**src/rtl/fpu_pkg.sv**
```systemverilog
// +--------------------------------------------------------------------+
// | fpu_pkg : shared FPU opcodes, single-precision field sizes, states |
// | Rev 1.0                                                            |
// +--------------------------------------------------------------------+
`default_nettype none

package fpu_pkg;
  localparam logic [3:0] OP_LSHIFT   = 4'd7;
  localparam logic [3:0] OP_RSHIFT   = 4'd8;
  localparam int         EXP_W       = 8;
  localparam int         MANT_W      = 23;
  localparam logic [EXP_W-1:0] EXP_SPECIAL = 8'hFF;

  typedef struct packed {
    logic              sign;
    logic [EXP_W-1:0]  exp;
    logic [MANT_W-1:0] mant;
  } fp32_t;

  typedef enum logic [1:0] {
    IDLE  = 2'd0,
    SHIFT = 2'd1,
    DONE  = 2'd2
  } state_t;
endpackage

`default_nettype wire

```
**src/rtl/fp_rshift_step.sv**
```systemverilog
// +--------------------------------------------------------------------+
// | fp_rshift_step : one combinational divide-by-two step with sticky  |
// | Rev 1.0                                                            |
// +--------------------------------------------------------------------+
`default_nettype none

module fp_rshift_step
  import fpu_pkg::*;
(
  input  fp32_t val_in,
  input  logic  sticky_in,
  output fp32_t val_out,
  output logic  sticky_out
);

  always_comb begin
    val_out    = val_in;
    sticky_out = sticky_in;
    if (val_in.exp == EXP_SPECIAL) begin
      val_out = val_in;
    end else if (val_in.exp >= 8'd2) begin
      val_out.exp = val_in.exp - 8'd1;
    end else if (val_in.exp == 8'd1) begin
      // hidden bit becomes the top mantissa bit of the subnormal
      val_out.exp  = '0;
      val_out.mant = {1'b1, val_in.mant[MANT_W-1:1]};
      sticky_out   = sticky_in | val_in.mant[0];
    end else begin
      val_out.mant = val_in.mant >> 1;
      sticky_out   = sticky_in | val_in.mant[0];
    end
  end

endmodule

`default_nettype wire

```
**src/rtl/fp_rshift_seq.sv**
```systemverilog
// +--------------------------------------------------------------------+
// | fp_rshift_seq : sequential a / 2^shamt, one step per clock         |
// | Rev 1.0                                                            |
// +--------------------------------------------------------------------+
`default_nettype none

module fp_rshift_seq
  import fpu_pkg::*;
#(
  parameter logic [3:0] OPCODE = OP_RSHIFT,
  parameter int         SHW    = 5
) (
  input  logic           clk,
  input  logic           rst_n,
  input  logic           in_valid,
  output logic           in_ready,
  input  logic [31:0]    a,
  input  logic [3:0]     operation,
  input  logic [SHW-1:0] shamt,
  output logic           out_valid,
  input  logic           out_ready,
  output logic [31:0]    rshift_out,
  output logic           Underflow,
  output logic           Inexact
);

  state_t         state;
  state_t         next_state;
  fp32_t          work;
  fp32_t          step_val;
  logic           sticky;
  logic           step_sticky;
  logic [SHW-1:0] cnt;
  logic           transfer;
  logic           cnt_zero;

  assign transfer = in_valid & in_ready & (operation == OPCODE);
  assign cnt_zero = (cnt == '0);

  fp_rshift_step u_step (
    .val_in     (work),
    .sticky_in  (sticky),
    .val_out    (step_val),
    .sticky_out (step_sticky)
  );

  always_ff @(posedge clk or negedge rst_n) begin
    if (!rst_n) state <= IDLE;
    else        state <= next_state;
  end

  always_comb begin
    next_state = state;
    unique case (state)
      IDLE:    if (transfer) next_state = SHIFT;
      SHIFT:   if (cnt_zero) next_state = DONE;
      DONE:    if (out_ready) next_state = IDLE;
      default: next_state = IDLE;
    endcase
  end

  // in_ready is masked by rst_n so every output reads zero while reset is held
  always_comb begin
    in_ready  = (state == IDLE) & rst_n;
    out_valid = (state == DONE);
  end

  always_ff @(posedge clk or negedge rst_n) begin
    if (!rst_n) begin
      work       <= '0;
      sticky     <= 1'b0;
      cnt        <= '0;
      rshift_out <= '0;
      Underflow  <= 1'b0;
      Inexact    <= 1'b0;
    end else begin
      if (state == IDLE && transfer) begin
        work   <= a;
        cnt    <= shamt;
        sticky <= 1'b0;
      end else if (state == SHIFT) begin
        if (cnt_zero) begin
          rshift_out <= work;
          Inexact    <= sticky;
          Underflow  <= sticky & (work.exp == '0);
        end else begin
          work   <= step_val;
          sticky <= step_sticky;
          cnt    <= cnt - 1'b1;
        end
      end
    end
  end

endmodule

`default_nettype wire
```
**config.mk**
```make
export PLATFORM = sky130hd
export DESIGN_NAME = fp_rshift_seq
export DESIGN_NICKNAME = d
export VERILOG_FILES = /design/src/rtl/fpu_pkg.sv /design/src/rtl/fp_rshift_step.sv /design/src/rtl/fp_rshift_seq.sv
export SDC_FILE = /design/constraint.sdc
export NUM_CORES = 1
export LEC_CHECK = 0
export ABC_AREA = 1
export ABC_CLOCK_PERIOD_IN_PS = 4100
export CAP_MARGIN = 5
export CORE_MARGIN = 1.5
export CORE_UTILIZATION = 25
export CTS_CLUSTER_SIZE = 14
export DETAILED_ROUTE_END_ITERATION = 8
export PLACE_DENSITY = 0.45
export SKIP_CTS_REPAIR_TIMING = 1
export SLEW_MARGIN = 20
export SYNTH_ARGS = -nofsm -noshare
export SYNTH_HDL_FRONTEND = slang
export SYNTH_HIERARCHICAL = 1
export SYNTH_SLANG_ARGS = --single-unit
```
**constraint.sdc**
```tcl
create_clock -name clk -period 4.1 [get_ports clk]
set_input_delay 0.82 -clock clk [delete_from_list [all_inputs] [get_ports clk]]
set_output_delay 0.82 -clock clk [all_outputs]
set_load 0.005 [all_outputs]
```
==> results of run 1 <==
worst paths after layout:
kind                                    start             to  depth (start not counted)
worst max-delay path                    rst_n       in_ready                          4
worst min-delay path            rshift_out[6]  rshift_out[6]                          2
worst max register to register       state[0]       work[28]                          7
worst min register to register  rshift_out[6]  rshift_out[6]                          2
max in group asynchronous               rst_n  rshift_out[9]                          2
min in group asynchronous               rst_n       state[1]                          2
sequential cells by signal (all words and copies together) (netlist names):
signal      cells
sticky          1
rshift_out     32
Underflow       1
Inexact         1
cnt             5
work           32
state           2
per-layer routing:
layer | share of wire | vias to the layer above | track usage
li1 | - | 1946 | -
met1 | 0.46 | 1799 | 0.177
met2 | 0.47 | 99 | 0.222
met3 | 0.046 | 11 | 0.0254
met4 | 0.020 | 0 | 0.0632
met5 | 0 | - | 0
through the flow:
stage / hold WS (ns) / worst slack (ns) / instance area, sq um / cells
finish: 0.468 / 1.21 / 5600 / 870
global route: 0.482 / 1.15 / 5600 / 870
CTS: 0.475 / 1.20 / 5600 / 870
detailed placement: 0.459 / 1.02 / 5270 / 854
global placement: 0.454 / 1.13 / 5270 / 854
floorplan: 0.465 / 2.13 / 4420 / 579
synth_stat cells, drive strengths merged:
library cell,n,area (sq um)
xnor2,1,8.76
buf,35,278
or2,1,6.26
o31ai,1,7.51
dfrtp,74,1850
nor3,1,5.00
xor2,1,8.76
nand3,88,458
nand2,205,805
a21o,1,7.51
inv,72,273
a21oi,2,10.0
nand4,4,31.3
nand3b,36,274
o21ai,36,233
ha,5,62.6
nor2,16,104
worst max-delay path, stage by stage:
cell and delay [ns]:
buf_4 0.09, nand2_2 0.06, nor2_4 0.47, clkdlybuf4s50_1 0.62
cells by family after synthesis:
group                    after synthesis  share of synthesized area
XOR/XNOR                               2                    0.00396
flip-flops                            74                      0.419
AND/OR/NAND/NOR                      351                      0.380
adder cells (fa/ha/maj)                5                     0.0141
buffers and inverters                107                      0.124
AO/OA/AOI/OAI                         40                     0.0583
power by group:
group          switching (W)  total, W  internal (W)
clock network       0.000326  0.000892      0.000567
registers           0.000281   0.00131       0.00103
logic               0.000843   0.00152      0.000679
total                0.00145   0.00372       0.00227
layout make-up:
type | count | share of cell area
Clock buffer | 12 | 0.0458
Sequential cell | 74 | 0.331
Inverter | 72 | 0.0487
Multi-Input combinational cell | 398 | 0.362
Tap cell | 225 | 0.0503
Clock inverter | 4 | 0.0132
Timing Repair Buffer | 85 | 0.150
==> flow_summary.yaml, run 1 <==
outcome:
  outcome: "complete, no violations"
grt:
  grt_usage: 0.137
  overflow: 0
  grt_pass1_wl_mm: 19.5
  antenna_found_initial: 0
  grt_pass1_vias: 3819
  grt_max_degree: 75
layout:
  antenna_cells: 0
  n_fill_cell: 1892
  final_cell_mix: "195 x nand2_1, 86 x nand3_1, 79 x clkdlybuf4s50_1, 74 x dfrtp_1, 66 x inv_1"
  fin_nets: 690
  drive_gt1_frac: 0.0961
  area_growth_pct: 26.6
  final_common_cell: "nand2_1"
  finish.utilization: 0.324
  final-seq-area_sq_um: 1850
  multi_input_area_sq_um: 2030
die:
  die_area_sq_um: 18500
  rows: 48
  fp.coreArea_sq_um: 17300
  initial_core_util: 0.256
  io_pins: 81
  die_h_um: 136
  die_width_um: 136
worst_setup_path:
  start_kind: "primary input"
  path_class: "primary input to output pin"
  crit_path_end_kind: "output pin"
  worstPathRequired_ns: 3.28
  crit_arrival_ns: 2.07
  critical_path.max_fanout: 22
  reg2reg_slack_ns: 1.49
timing:
  finalSetupViolCount: 0
  worst_slew_pin_slew_ns: 0.854
  finClkSkew_ns: 0.00757
  period_needed_ns: 2.89
  drv_slew: 0
  rsz0062_at_grt: "no"
  fmaxAchievable_mhz: 346
  slew_headroom: 0.428
  fin_setup_tns_ns: 0
  min_period_over_period: 0.704
  hold_viol_final: 0
power_and_ir_drop:
  total_power_w: 0.00372
  leakage_nw: 2.80
  ir_worst_vdd_mv: 0.206
  powerDensity_nw_per_um2: 665
synthesis:
  ys_types: 32
  synth_nets: 629
  avgSynthCellArea_sq_um: 7.64
  synthesis.area_sq_um: 4420
  synthesis.instances: 579
  yosysWarnings: 6
  seq_area_frac_synth: 0.419
  ys_ff_latch: 74
detailed_routing:
  vias: 3855
  dr.pass1.iters: 4
  drcViolationCount: 0
  totalWireLength_mm: 11.9
  ant_nets: 0
  viasPerCell: 4.43
  avgRoutedWirePerCell_um: 13.6
  drtIter0Drc: 178
placed_design:
  hpwl_mm: 7.61
  port_buffers: 80
  place_congestion: 0.751
clock_tree:
  cts_tree: "yes"
  numCtsBuffers: 9
  cts_sinks: 74
  path_clk_slew_ns: 0.06
  clock_latency_ns: 0.35
  cts_root_buf: "clkbuf_16"
  cts_max_path_buffers: 2
  htreeDepth: 3
min_path:
  worstHoldPathType: "flop to flop"
job:
  max-cap-violations: 0
No activity file was read; power rests on OpenSTA's default activity.
==> inputs of run 2 (changes only) <==
--- a/config.mk
+++ b/config.mk
@@ -6,7 +6,7 @@
 export NUM_CORES = 1
 export LEC_CHECK = 0
 export ABC_AREA = 1
-export ABC_CLOCK_PERIOD_IN_PS = 4100
+export ABC_CLOCK_PERIOD_IN_PS = 2800
 export CAP_MARGIN = 5
 export CORE_MARGIN = 1.5
 export CORE_UTILIZATION = 25
==> constraint.sdc (replaced) <==
create_clock -name clk -period 2.8 [get_ports clk]
set_input_delay 0.56 -clock clk [delete_from_list [all_inputs] [get_ports clk]]
set_output_delay 0.56 -clock clk [all_outputs]
set_load 0.005 [all_outputs]
==> run 2 against run 1 <==
Against the previous run: sequential power grew 47%; clock-buffer cell count unchanged; via count about the same; critical path depth did not move; highest routed layer unchanged; first-iteration DRC count is 60% higher; register-to-register slack lost 0.73 ns; core utilization down 0.080 points.
==> flow_summary.yaml, run 2 (synthesized netlist as in run 1, its figures left out) <==
outcome:
  outcome: "complete, no violations"
layout:
  antenna_cells: 0
  design_area_sq_um: 5590
  n_fill_cell: 1890
  drive_gt1_frac: 0.0975
  multi_input_area_sq_um: 2030
  reg_top3: "rshift_out x32, work x32, cnt x5"
  fin_cells: 871
  fin_nets: 693
  final_common_cell: "nand2_1"
  final_cell_mix: "195 x nand2_1, 86 x nand3_1, 79 x clkdlybuf4s50_1, 74 x dfrtp_1, 66 x inv_1"
  finish.utilization: 0.323
  final-seq-area_sq_um: 1850
  area_growth_pct: 26.3
placed_design:
  hpwl_mm: 7.83
  place_congestion: 0.762
  port_buffers: 80
  post-place-cells: 857
  dpl-instance-area_sq_um: 5290
die:
  die_h_um: 136
  rows: 48
  die_area_sq_um: 18500
  die_width_um: 136
  fp.coreArea_sq_um: 17300
  io_pins: 81
  initial_core_util: 0.256
timing:
  min_period_over_period: 0.734
  worst_slew_pin_slew_ns: 0.725
  fmaxAchievable_mhz: 486
  drv_slew: 0
  slew_headroom: 0.517
  hold_viol_final: 0
  finalSetupViolCount: 0
  fin_setup_tns_ns: 0
  finClkSkew_ns: 0.00833
  period_needed_ns: 2.06
  rsz0062_at_grt: "no"
clock_tree:
  cts_root_buf: "clkbuf_16"
  path_clk_slew_ns: 0.05
  clock_latency_ns: 0.34
  htreeDepth: 3
  numCtsBuffers: 9
  cts_sinks: 74
  cts_max_path_buffers: 2
  cts_tree: "yes"
detailed_routing:
  vias: 3857
  viasPerCell: 4.43
  dr.pass1.iters: 5
  avgRoutedWirePerCell_um: 13.4
  ant_nets: 0
  totalWireLength_mm: 11.7
  drcViolationCount: 0
  drtIter0Drc: 284
min_path:
  worstHoldPathType: "primary input to asynchronous set/reset pin"
worst_setup_path:
  slowest_delay_ns: 0.52
  worstPathRequired_ns: 2.24
  start_kind: "flop"
  reg2reg_from: "cnt[0]"
  reg2reg_slack_ns: 0.76
  path_class: "flop to output pin"
  r2r_end: "work[28]"
  crit_arrival_ns: 1.50
  crit_path_end_kind: "output pin"
  r2r_cells: 7
  path_cells: "inv_2 -> nand2_2 -> nor2_4 -> clkdlybuf4s50_1"
  critPathSlowestCell: "clkdlybuf4s50_1"
  critical_path.max_fanout: 3
grt:
  grt_pass1_wl_mm: 19.4
  antenna_found_initial: 0
  overflow: 0
  grt_pass1_vias: 3875
  grt_max_degree: 75
  grt_usage: 0.135
job:
  max-cap-violations: 0
power_and_ir_drop:
  leakage_nw: 2.79
  powerDensity_nw_per_um2: 953
  ir_worst_vdd_mv: 0.360
## run 2: cell type report
type / count / area share
Inverter: 72 / 0.0488
Tap cell: 225 / 0.0504
Clock buffer: 12 / 0.0459
Multi-Input combinational cell: 398 / 0.363
Sequential cell: 74 / 0.331
Clock inverter: 2 / 0.00672
Timing Repair Buffer: 88 / 0.154
## run 2: critical path: cells and delay by family, from the launching register on
family | cells | cell delay [ns]
buffers and inverters | 2 | 0.61
DFF | 1 | 0.40
and+or+nand+nor | 2 | 0.15
## run 2: power by group
group	total, W	internal [W]	switching [W]	leakage (nW)
clock	0.00116	0.000729	0.000436	0.141
sequential	0.00193	0.00151	0.000428	0.947
combinational	0.00222	0.00100	0.00122	1.70
total	0.00532	0.00324	0.00209	2.79
## run 2: per-layer routing
| metal | share of wire | global-route usage | wire, um |
|---|---|---|---|
| met5 | 0 | 0 | 0 |
| met4 | 0.020 | 0.0561 | 233 |
| met3 | 0.040 | 0.0272 | 467 |
| met2 | 0.46 | 0.210 | 5410 |
| met1 | 0.48 | 0.182 | 5560 |
## run 2: stage by stage
stage,worst slack [ns],hold slack [ns],total power [W]
CTS,0.700,0.474,0.00541
floorplan,1.08,0.264,0.00348
global route,0.517,0.450,0.00584
finish,0.744,0.348,0.00532
global placement,0.768,0.459,0.00417
detailed placement,0.739,0.459,0.00420
## run 2: how the worst max path moves through the flow
stage | slack (ns) | startpoint | to | cells after the start
6_report | 0.74 | state[0] | in_ready | 4
5_1_grt | 0.52 | cnt[0] | work[28] | 7
3_3_place_gp | 0.77 | cnt[0] | work[28] | 7
4_1_cts | 0.70 | state[0] | in_ready | 4
2_1_floorplan | 1.08 | work[23] | work[30] | 12
3_5_place_dp | 0.74 | operation[0] | work[25] | 9
